$ cat config.mk
export PLATFORM = sky130hd
export DESIGN_NAME = ro_puf_measure
export DESIGN_NICKNAME = d
export VERILOG_FILES = /design/src/rtl/ro_puf_measure.sv
export SDC_FILE = /design/constraint.sdc
export NUM_CORES = 1
export LEC_CHECK = 0
export ABC_AREA = 1
export BUFFER_PORTS_ARGS = -buffer_cell sky130_fd_sc_hd__buf_2
export CAP_MARGIN = 0
export CORE_AREA = 2 2 114 116
export CTS_BUF_LIST = sky130_fd_sc_hd__clkbuf_16
export DETAILED_ROUTE_END_ITERATION = 7
export DIE_AREA = 0 0 116 118
export PLACE_DENSITY = 0.47
export SYNTH_ARGS = -nofsm -noshare
export SYNTH_HDL_FRONTEND = slang
export SYNTH_SLANG_ARGS = --single-unit
$ cat constraint.sdc
create_clock -name clock -period 2.1 [get_ports clock]
set_clock_uncertainty 0.1 [all_clocks]
set_input_delay 0.63 -clock clock [delete_from_list [all_inputs] [get_ports clock]]
set_output_delay 0.63 -clock clock [all_outputs]
set_load 0.02 [all_outputs]
$ cat src/rtl/ro_puf_measure.sv
// Ring-oscillator PUF measurement core: two selected oscillators are edge-counted
// over a fixed reference-clock window; the response bit compares the two counts.
module ro_puf_measure #(
   parameter int N_RO        = 16,
   parameter int SEL_W       = 4,
   parameter int CNT_W       = 12,
   parameter int SYNC_STAGES = 2
) (
   input  logic             clock,
   input  logic             reset,
   input  logic             enable,
   input  logic [SEL_W-1:0] select1,
   input  logic [SEL_W-1:0] select2,
   input  logic [N_RO-1:0]  ro_in,
   output logic [CNT_W-1:0] counter1_out,
   output logic [CNT_W-1:0] counter2_out,
   output logic [CNT_W-1:0] clockcounter_out,
   output logic             done,
   output logic             puf_out
);

   localparam logic [CNT_W-1:0] CNT_MAX = '1;

   logic [N_RO-1:0]  r_sync [SYNC_STAGES];
   logic             r_hist1;
   logic             r_hist2;
   logic [CNT_W-1:0] r_cnt1;
   logic [CNT_W-1:0] r_cnt2;
   logic [CNT_W-1:0] r_clk_cnt;

   logic             w_mux1;
   logic             w_mux2;
   logic             w_edge1;
   logic             w_edge2;
   logic             w_done;
   logic             w_cnt_en;

   // Every oscillator bit is synchronized, so select changes never see a raw async signal.
   genvar gi;
   generate
      for (gi = 0; gi < SYNC_STAGES; gi++) begin : g_sync
         if (gi == 0) begin : g_first
            always_ff @(posedge clock or negedge reset) begin
               if (!reset) r_sync[gi] <= '0;
               else        r_sync[gi] <= ro_in;
            end
         end else begin : g_rest
            always_ff @(posedge clock or negedge reset) begin
               if (!reset) r_sync[gi] <= '0;
               else        r_sync[gi] <= r_sync[gi-1];
            end
         end
      end
   endgenerate

   assign w_mux1   = r_sync[SYNC_STAGES-1][select1];
   assign w_mux2   = r_sync[SYNC_STAGES-1][select2];
   assign w_edge1  = w_mux1 & ~r_hist1;
   assign w_edge2  = w_mux2 & ~r_hist2;
   assign w_done   = (r_clk_cnt == CNT_MAX);
   assign w_cnt_en = enable & ~w_done;

   // History tracks the mux even while disabled so re-enabling sees no stale edge.
   always_ff @(posedge clock or negedge reset) begin
      if (!reset) begin
         r_hist1 <= 1'b0;
         r_hist2 <= 1'b0;
      end else begin
         r_hist1 <= w_mux1;
         r_hist2 <= w_mux2;
      end
   end

   always_ff @(posedge clock or negedge reset) begin
      if (!reset) begin
         r_clk_cnt <= '0;
         r_cnt1    <= '0;
         r_cnt2    <= '0;
      end else if (w_cnt_en) begin
         r_clk_cnt <= r_clk_cnt + 1'b1;
         if (w_edge1 && (r_cnt1 != CNT_MAX)) r_cnt1 <= r_cnt1 + 1'b1;
         if (w_edge2 && (r_cnt2 != CNT_MAX)) r_cnt2 <= r_cnt2 + 1'b1;
      end
   end

   assign counter1_out     = r_cnt1;
   assign counter2_out     = r_cnt2;
   assign clockcounter_out = r_clk_cnt;
   assign done             = w_done;
   assign puf_out          = (r_cnt1 >= r_cnt2);

endmodule

### Word level (Yosys, flattened, before mapping)

Cells that the tools add are included.

| cells by class | value |
|---|---|
| reductions and logical operators | 4 |
| add/subtract/negate cells | 3 |
| magnitude comparators | 3 |
| bitwise logic cells | 6 |
| equality and inequality tests | 3 |
| multiplexer cells | 4 |

Operators with widths:

| kind | number |
|---|---|
| adder 12 x 1 -> 12 bit, second input constant | 3 |
| inequality test 12 bit, second input constant | 2 |
| equality test 12 bit, second input constant | 1 |
| greater-or-equal comparator 12 bit | 1 |
| less-than comparator 4 x 5 -> 1 bit, second input constant | 2 |
| binary-select mux 1 bit (select 4 bit) | 2 |
| AND reduction 2 bit | 2 |
| bitwise AND 1 bit | 3 |
| inverter 1 bit | 3 |
| logical AND 1 bit | 2 |
| two-way mux 1 bit | 2 |

| storage, ports and cells | value |
|---|---|
| word-level logic and storage cells | 30 |
| register bits | 70 |
| output and inout bits | 38 |
| bits of input ports | 27 |

### Longest topological paths before layout

| depth | value |
|---|---|
| word-level depth | 5 |
| gate-level depth with buffers | 11 |
| mapped depth without buffers | 11 |

### Worst setup path before layout

OpenSTA, ideal clock, no wires.

| timing path | value |
|---|---|
| path type | register to output |
| start | reg r_cnt2[9], in the netlist counter2_out[9] |
| end | out puf_out |
| required time | 1.370 ns |
| path slack | -0.069 ns |
| arrival | 1.439 ns |
| cell stages (with the launch flop) | 7 |
| path buffers | 0 |
| cells stage by stage | dfrtp_1 > inv_1 > ha_1 > a21oi_1 > nor2_1 > a211oi_1 > nand4_1 |

| between the ends | value |
|---|---|
| longest elaborated chain between the ends | 1 |

RTL lines:

| item | line | RTL |
|---|---|---|
| from (decl) | 28 | `logic [CNT_W-1:0] r_cnt2;` |
| from (signal assigned) | 82 | `if (w_edge2 && (r_cnt2 != CNT_MAX)) r_cnt2 <= r_cnt2 + 1'b1;` |
| greater-or-equal comparator 12 bit | 90 | `assign puf_out = (r_cnt1 >= r_cnt2);` |
| to (decl) | 19 | `output logic puf_out` |

Every way passes these cells.

### Final worst setup path

| timing path | value |
|---|---|
| start | reg r_cnt1[1], in the netlist counter1_out[1] |
| end | out puf_out |

| between the ends | value |
|---|---|
| longest elaborated chain between the ends | 1 |

RTL lines:

| item | line | RTL |
|---|---|---|
| from (decl) | 27 | `logic [CNT_W-1:0] r_cnt1;` |
| from (signal assigned) | 81 | `if (w_edge1 && (r_cnt1 != CNT_MAX)) r_cnt1 <= r_cnt1 + 1'b1;` |
| greater-or-equal comparator 12 bit | 90 |  |

Every way passes these cells.

==> results.json <==
{
  "slowest_stage": "dfrtp_1",
  "power.static_leakage_uw": 0.002555,
  "synth.area.top_cells": "dfrtp_1 (48%), nand2_1 (14%), nand3_1 (5.9%)",
  "total_power_uw": 4902,
  "failed_checks": "setup timing",
  "worst-setup-path-type": "reg2out",
  "fmaxAchievable_mhz": 411.5,
  "postSynthNetCount": 484,
  "via_count_normalized_by_instance_count": 4.460,
  "global_route_wire_length_before_repair_um": 16400,
  "avgSynthCellArea_sq_um": 8.252,
  "detail_route.iter0.violations": 101,
  "final_layout_size_suffix_gt1_share_pct": 31.96,
  "floorplan.die.height_um": 118,
  "route.detailed.wl_per_inst_um": 13.35,
  "grt_overflow_total": 0,
  "synthDistinctLibCells": 26,
  "cts_tree": "built",
  "setup.reg_to_reg.worst_slack_ps": 160,
  "setup_viol_count_final": 2,
  "layout_worst_path_cycle_share_pct": 115.7,
  "syn_inst": 442,
  "setup_slack_ps": -330.1,
  "worst_r2r_endpoint": "counter2_out[6]",
  "finalCriticalPeriod_ps": 2430,
  "synthDominantAreaCellType": "dfrtp_1",
  "path_cells": "ha_4 -> a21oi_2 -> o31ai_4 -> nand3_1 -> nand4_1 -> buf_4",
  "tritoncts_num_sinks": 70,
  "die-area_sq_um": 13690,
  "ctsHoldBuffers": 0,
  "pin_count": 65,
  "cts_made_buffers": 9,
  "worstPathArrival_ps": 1700,
  "finalHoldWorstSlack_ps": 196.8,
  "floorplan.core_area_sq_um": 12410,
  "ctsHtreeMaxLevel": 3,
  "final_common_cell": "nand2_1",
  "status": "complete, but fails checks",
  "clock_tree.buffer_depth": 2,
  "worst_skew_pair.late_latency_ps": 340,
  "clk_pin_slew_ps": 60,
  "syn2layout_area_growth_pct": 36.26,
  "power_density_nw_per_um2": 986.4,
  "worst_hold_path_type": "in2async",
  "place_ws_ps": -80.16,
  "drc_errors": 0,
  "commonest_non_fill_non_tap_cells_in_the_layout": "nand2_1 (134), dfrtp_1 (62), buf_2 (62)",
  "crit_path_end_kind": "output port",
  "final_cells": 732,
  "grt_use_total_pct": 15.47,
  "first_global_vias": 3312,
  "critical_path_fanout_max": 2,
  "synthDominantCellAreaShare_pct": 48.03,
  "warnings_synthesis": 0,
  "detailedPlacementHpwl_um": 7023,
  "critical_path.reg2reg.startpoint": "counter2_out[0]",
  "postSynthRegisterBits": 70,
  "grt_antenna_before_repair": 0,
  "critPathMaxStageDelay_ps": 410,
  "place_inst": 708,
  "timing.slew.headroom_pct": 71.25,
  "irDropWorstVdd_uv": 475.4,
  "routabilityCongestion": 0.8590,
  "worstPathRequired_ps": 1370,
  "rsz0062_at_grt": "true",
  "drv_cap": 0,
  "clockRootBuffer": "clkbuf_16",
  "finalSetupTns_ps": -460.6,
  "layout.nets": 597,
  "firstDrtPassIters": 4,
  "antenna-diode-count": 0,
  "synth_area_sq_um": 3647,
  "number_of_max_slew_violations_in_the_final_report": 0,
  "cp-start-kind": "flip-flop",
  "remaining_antenna_violation_count_after_routing": 0,
  "yosysSeqAreaShare_pct": 48.03,
  "grt_start_max_net_pins": 71,
  "port_buffers": 64,
  "std_cell_rows": 41,
  "timing.reg2reg.worst_path_depth": 11,
  "critical_path.startpoint": "counter1_out[1]",
  "vias": 3265,
  "max_slew.worst_pin.slew_ps": 428.0,
  "postRouteWirelength_um": 9774,
  "starting_utilization_of_the_core_area_pct": 29.38,
  "die-width_um": 116,
  "finalHoldViolations": 0
}
-- worst max-delay path, delay by kind of cell (launching register included) --
family,cells,cell delay (ps)
DFF,1,410
adders and majority gates,1,280
AOI/OAI and AO/OA,2,280
and+or+nand+nor,2,250
buffers and inverters,1,160
-- timing repair --
| action | in CTS | in global routing |
|---|---|---|
| setup buffers | 2 | 6 |
| setup endpoints to repair | 2 | 3 |
| gates resized for setup | 26 | 14 |
| pin swaps | 10 | 9 |
-- logic make-up after synthesis --
logic type / after synthesis / share of synthesized area [%]
simple gates: 255 / 31.46
buf+inv: 70 / 8.508
flops: 70 / 48.03
xor+xnor: 22 / 5.283
fa+ha+maj: 15 / 5.146
compound gates: 10 / 1.578
-- worst max-delay path by stage --
stage | end | slack, ps | cells after the start
after floorplan | puf_out | 3 | 6
after global placement | puf_out | -60 | 6
after detailed placement | puf_out | -80 | 6
after CTS | puf_out | -360 | 6
after global routing | puf_out | -410 | 7
final | puf_out | -330 | 6
-- state kept, by name, indices dropped and copies added, names as in the netlist --
signal / cells
r_hist1: 1
r_hist2: 1
r_sync: 32
counter2_out: 12
clockcounter_out: 12
counter1_out: 12
-- where the power goes --
group | switching [uW] | internal, uW
sequential | 160 | 1530
combinational | 975 | 697
clock | 617 | 923
-- stage by stage --
stage | cell area, sq um | utilization (%)
2_1_floorplan | 3657 | -
3_3_place_gp | 4420 | 35.61
3_5_place_dp | 4420 | 35.61
4_1_cts | 4852 | 39.08
5_1_grt | 4970 | 40.03
6_report | 4970 | 40.03
-- layout make-up --
type                       instances  area, sq um
clock inverter                     7        73.82
inverter                          60        225.2
fill                            1323         7445
tap                              172        215.2
multi-input combinational        302         1767
timing repair buffer             112        701.9
clock buffer                       9        225.2
sequential                        70         1762
-- layer usage --
layer	up-vias	track usage (%)	part of all wire, %
met5	-	0	0
met2	65	23.25	46
met3	15	3.656	3.7
met1	1537	21.56	48
met4	0	5.729	1.8
li1	1648	-	-
-- synthesized netlist by cell type --
master / instances
o21ai_1: 1
ha_1: 15
a211oi_1: 1
buf_2: 2
a21oi_1: 5
buf_6: 4
buf_4: 4
xnor2_1: 4
nor3b_1: 1
nor2_1: 20
nand3_2: 2
inv_1: 55
nand4_1: 34
nand2_1: 137
inv_2: 5
nor2_2: 4
dfrtp_1: 70
xor2_1: 18
o31ai_1: 1
nand3_1: 43
and3_1: 1
nand2_2: 3
nor3_1: 9
o21ai_0: 1
nand3b_1: 1
a21o_1: 1
Power figures use the tool's default switching activity.
